[config.mk]
export PLATFORM = sky130hd
export DESIGN_NAME = t05_register_file_sb
export DESIGN_NICKNAME = d
export VERILOG_FILES = /design/src/rtl/t05_register_file_sb.sv
export SDC_FILE = /design/constraint.sdc
export NUM_CORES = 2
export LEC_CHECK = 0
export CAP_MARGIN = 20
export CORE_MARGIN = 5
export CORE_UTILIZATION = 32
export DETAILED_ROUTE_END_ITERATION = 8
export PLACE_DENSITY = 0.59
export RECOVER_POWER = 100
export SLEW_MARGIN = 20
export SYNTH_ARGS = -nofsm -noshare
export SYNTH_HDL_FRONTEND = slang
export SYNTH_SLANG_ARGS = --single-unit
export TNS_END_PERCENT = 30
[constraint.sdc]
create_clock -name clk_i -period 6 [get_ports clk_i]
set_clock_uncertainty 0.05 [all_clocks]
set_input_delay 1.8 -clock clk_i [delete_from_list [all_inputs] [get_ports clk_i]]
set_output_delay 1.8 -clock clk_i [all_outputs]
set_load 0.02 [all_outputs]
[src/rtl/t05_register_file_sb.sv]
// Multi-port register file with optional write-to-read bypass and a per-register
// pending scoreboard used by decode to stall on operands still in flight.
module t05_register_file_sb #(
  parameter int DATA_W   = 32,
  parameter int ADDR_W   = 5,
  parameter int NUM_RD   = 2,
  parameter int ZERO_REG = 1,
  parameter int BYPASS   = 1
) (
  input  logic                     clk_i,
  input  logic                     rst_i,
  input  logic                     write_i,
  input  logic [ADDR_W-1:0]        rd_i,
  input  logic [DATA_W-1:0]        reg_write_i,
  input  logic [NUM_RD*ADDR_W-1:0] rs_i,
  output logic [NUM_RD*DATA_W-1:0] reg_rd_o,
  output logic [NUM_RD-1:0]        busy_o,
  input  logic                     rsv_i,
  input  logic [ADDR_W-1:0]        rsv_addr_i,
  input  logic                     flush_i,
  output logic [ADDR_W:0]          pend_cnt_o,
  output logic                     any_pend_o
);

  localparam int DEPTH = 1 << ADDR_W;
  localparam logic [ADDR_W:0] CNT_ONE = {{ADDR_W{1'b0}}, 1'b1};

  logic [DATA_W-1:0] regs_q [DEPTH];
  logic [DEPTH-1:0]  pend_q, pend_d;
  logic [ADDR_W:0]   cnt_q, cnt_d;

  logic write_legal, rsv_legal;
  logic cnt_inc, cnt_dec;

  assign write_legal = write_i && ((rd_i != '0) || (ZERO_REG == 0));
  assign rsv_legal   = rsv_i && ((rsv_addr_i != '0) || (ZERO_REG == 0));

  // A same-cycle reservation of the written register wins, so that write does not decrement.
  assign cnt_inc = rsv_legal && !pend_q[rsv_addr_i];
  assign cnt_dec = write_legal && pend_q[rd_i] && !(rsv_legal && (rsv_addr_i == rd_i));

  always_comb begin
    pend_d = pend_q;
    cnt_d  = cnt_q;
    if (flush_i) begin
      pend_d = '0;
      cnt_d  = '0;
    end else begin
      if (write_legal) pend_d[rd_i] = 1'b0;
      if (rsv_legal)   pend_d[rsv_addr_i] = 1'b1;
      if (cnt_inc && !cnt_dec)      cnt_d = cnt_q + CNT_ONE;
      else if (cnt_dec && !cnt_inc) cnt_d = cnt_q - CNT_ONE;
    end
  end

  always_ff @(posedge clk_i) begin
    if (rst_i) begin
      for (int i = 0; i < DEPTH; i++) regs_q[i] <= '0;
      pend_q <= '0;
      cnt_q  <= '0;
    end else begin
      if (write_legal) regs_q[rd_i] <= reg_write_i;
      pend_q <= pend_d;
      cnt_q  <= cnt_d;
    end
  end

  for (genvar g = 0; g < NUM_RD; g++) begin : g_rd
    logic [ADDR_W-1:0] addr;
    logic              hit;
    logic              zero;

    assign addr = rs_i[g*ADDR_W +: ADDR_W];
    assign hit  = (BYPASS != 0) && write_legal && (rd_i == addr);
    assign zero = (ZERO_REG != 0) && (addr == '0);

    assign reg_rd_o[g*DATA_W +: DATA_W] = zero ? '0 : (hit ? reg_write_i : regs_q[addr]);
    assign busy_o[g] = !zero && !hit && pend_q[addr];
  end

  assign pend_cnt_o = cnt_q;
  assign any_pend_o = (cnt_q != '0);

endmodule

==> impl_results.md <==
- Status: finished, violations left
- Failing checks: capacitance limit, slew limit
- # IOs: 130
- Worst R2R Start: pend_q[23]$_SDFF_PP0_
- Register bit total from synthesis: 1062
- Hold Path Stages: 2
- CTS tree: done
- Final layout net count: 4358
- Clock power share: 37.2%
- Async S/R FF share, synth: 0%
- CP required: 6540 ps
- Max-cap viol count: 40
- Synth area leaders: edfxtp_1, mux4_2, and2_1, mux2i_1, clkbuf_1
- CTS H-tree depth: 3
- Final min period: 5980 ps
- Row cnt: 155
- Vias: 40274
- Yosys cell types: 64
- Seq/Total Area, Yosys: 54.6%
- Setup tns final: 0 ps
- Post-Syn Area: 0.0577 sq mm
- Largest stage delay, worst path: 1700 ps
- Hold endpoint: pend_cnt_o[4]$_SDFFE_PP0P_
- Slew Limit Fails: 907
- Die Width: 435 microns
- Largest net degree at the start of global routing: 53
- Psw: 4.83 mW
- Vias in the first global route: 39667
- Design area: 0.0689 sq mm
- P_int: 13.6 mW
- Post-DR wirelength/cell: 33.8 microns
- CTS Buf Count: 113
- Worst-case clock buffer depth: 3
- Die ar.: 0.189 sq mm
- Critical-path maximum fanout: 52
- GRT Util Overall: 23.4%
- Area leader, netlist: edfxtp_1
- HP Start: pend_cnt_o[4]$_SDFFE_PP0P_
- CTS root buf: clkbuf_16
- Cells after Synth: 3934
- Drt pass-1 iters: 6
- Filler cell count: 16551
- Most instantiated cells after synthesis: edfxtp_1, and2_1, mux4_2
- Cells after DPL: 6513
- Core Region: 0.179 sq mm
- Post-route antenna net violation count: 0
- Pwr/cell area: 267 mW/mm^2
- Post-layout util: 38.5%
- Simple-gate share of the synthesized area: 13.1%
- Worst reg2reg path depth: 13
- Mux contribution to synthesized area: 23.1%
- Final Hold Viols: 0
- Die height: 435 microns
- Initial Util: 32.3%
- Synth top area share: 53.3%
- Measured slew at the worst slew-check pin: 3310 ps
- Max Clock Freq: 167 MHz
- XOR/XNOR Fraction of Synth Area: 0.258%
- Vias per std cell: 5.96
- Area Overhead vs Synth: 19.4%
- Setup violations, final: 0
- RSZ-0062 raised after global routing: true
- Antenna violations before repair: 22
- Critical Path Sink Type: flop
- Net Sw Frac: 26.2%
- CTS clk-pin slew, worst paths: 60 ps
- Main combinational cell family by area after synthesis: multiplexers
- Sink Count: 1062
- Peak supply drop: 224 uV
- Critical Path Source Type: primary input
- Final WL: 228 mm
- Placed cell area: 0.0659 sq mm
- Critical path cell sequence: clkbuf_1 -> nand3b_1 -> nor2_1 -> clkbuf_4 -> and2_0
- Routability-driven placement congestion ratio: 0.902
- Most frequent cell after synthesis: edfxtp_1
- Finished Layout Cells: 6759
- Post-CTS Hold Fix Bufs: 0
- P_leak: 23.9 nW
- Syn Area/Cell: 14.7 sq um
- Critical path's slowest cell: nor2_1
- First-pass GRT wire length: 316 mm
- Final hold slack: 463 ps
- Total power: 18.4 mW
- Yosys Warn Count: 0
- Critical path type: in2reg
- Synth Flop Type: edfxtp_1
- HP Class: reg2reg
- Worst-skew pair later-pin latency: 730 ps
- RR Endpoint: pend_cnt_o[4]$_SDFFE_PP0P_
- Layout cells sized above 1: 30.0%
- DRC errors left: 0
- Register share of total power: 47.6%
- Tcrit/Tclk final: 99.7%
- Post-synthesis compound-gate area fraction: 5.56%
- Worst Slack Setup Final: 18.2 ps
- I/O Buffers: 129
- Adder-cell share of the synthesized area: 0.165%
- Slew margin rel.: -121%
- GR Overflow Total: 0
- Post-synth EDFFs: 1024
- Crit path arrival time: 6520 ps
- Worst slack at placement: -360 ps
- Internal reg-to-reg setup slack: 2490 ps
- Initial DRC count: 6550
- Comb power frac: 15.2%
- DP HPWL: 145 mm
[registers in the layout, indices dropped and copies added (netlist names)]
name        cells
regs_q       1024
pend_q         32
pend_cnt_o      6
[critical path, delay by kind of cell]
kind | cells | cell delay, ps
buf+inv | 2 | 1950
simple gates | 3 | 2700
[cell families (layout without fill, tap and decap cells)]
| family | after synthesis | count (layout) |
|---|---|---|
| simple gates | 1269 | 1269 |
| xor+xnor | 17 | 17 |
| compound gates | 420 | 420 |
| buf+inv | 445 | 865 |
| flops | 1062 | 1062 |
| mux | 713 | 713 |
| other cells | 1 | 51 |
| fa+ha+maj | 7 | 7 |
[power by group through the flow]
stage	combinational [mW]	clock (mW)	sequential [mW]
2_1_floorplan	1.48	0	8.82
3_3_place_gp	2.80	0	8.88
3_5_place_dp	2.81	0	8.90
4_1_cts	2.82	6.92	8.74
5_1_grt	2.89	7.22	8.80
6_report	2.79	6.85	8.77
[worst max-delay path by stage]
stage	startpoint	to	slack, ps	depth (start not counted)
global route	rst_i	regs_q[2][24]$_SDFFCE_PN0P_	-30	5
floorplan	rs_i[1]	reg_rd_o[10]	440	6
global placement	rd_i[2]	reg_rd_o[4]	-450	8
detailed placement	rs_i[0]	reg_rd_o[4]	-360	10
CTS	rd_i[2]	reg_rd_o[35]	-110	9
finish	rst_i	regs_q[14][23]$_SDFFCE_PN0P_	20	5
[layer usage]
layer / part of all wire [%] / vias up / GRT usage (%)
li1: - / 15967 / -
met1: 37 / 20953 / 31.2
met2: 46 / 2817 / 37.1
met3: 12 / 535 / 4.94
met4: 5.3 / 2 / 10.2
met5: 0.0057 / - / 0
[final cells by class]
class / count / area [sq um] / area share, %
flip-flops and latches: 1062 / 31500 / 45.7
well taps: 2355 / 2950 / 4.27
inverters: 13 / 51.3 / 0.0744
clock inverters: 58 / 508 / 0.737
multi-input cells: 2458 / 24800 / 36.0
clock buffers: 148 / 3000 / 4.35
diodes: 19 / 47.5 / 0.0690
repair buffers: 646 / 6090 / 8.83
[placed cells by master, fill, tap and decap left out, types with 14 or more instances in the layout]
| cell | netlist | final |
|---|---|---|
| mux2i_1 | 187 | 187 |
| clkbuf_1 | 309 | 57 |
| buf_4 | 10 | 365 |
| clkbuf_2 | 0 | 59 |
| edfxtp_1 | 1024 | 1024 |
| and2_0 | 0 | 273 |
| mux2_2 | 33 | 33 |
| o21ai_0 | 36 | 36 |
| clkbuf_16 | 0 | 117 |
| conb_1 | 1 | 32 |
| nor2_1 | 64 | 37 |
| clkinv_1 | 0 | 24 |
| clkinv_2 | 0 | 14 |
| a22oi_1 | 50 | 50 |
| a21oi_1 | 67 | 67 |
| a211oi_1 | 50 | 44 |
| diode_2 | 0 | 19 |
| and2_1 | 1020 | 746 |
| o221ai_1 | 61 | 61 |
| a32o_1 | 33 | 17 |
| nand3_1 | 14 | 14 |
| nor2_4 | 0 | 20 |
| o21bai_1 | 22 | 21 |
| nand2_1 | 85 | 84 |
| clkdlybuf4s50_1 | 0 | 42 |
| a221o_1 | 55 | 51 |
| dfxtp_1 | 38 | 38 |
| mux4_2 | 493 | 493 |
| a32o_2 | 0 | 16 |
| buf_12 | 0 | 86 |
[what timing repair did]
action                                 4_1_cts  5_1_grt
pin swaps                                    1        6
gates resized for setup                     82       52
setup endpoints to repair                   63       55
cloned                                       0        2
setup buffers                                5       13
endpoints found under the hold margin        0        0
Power figures use the tool's default switching activity.
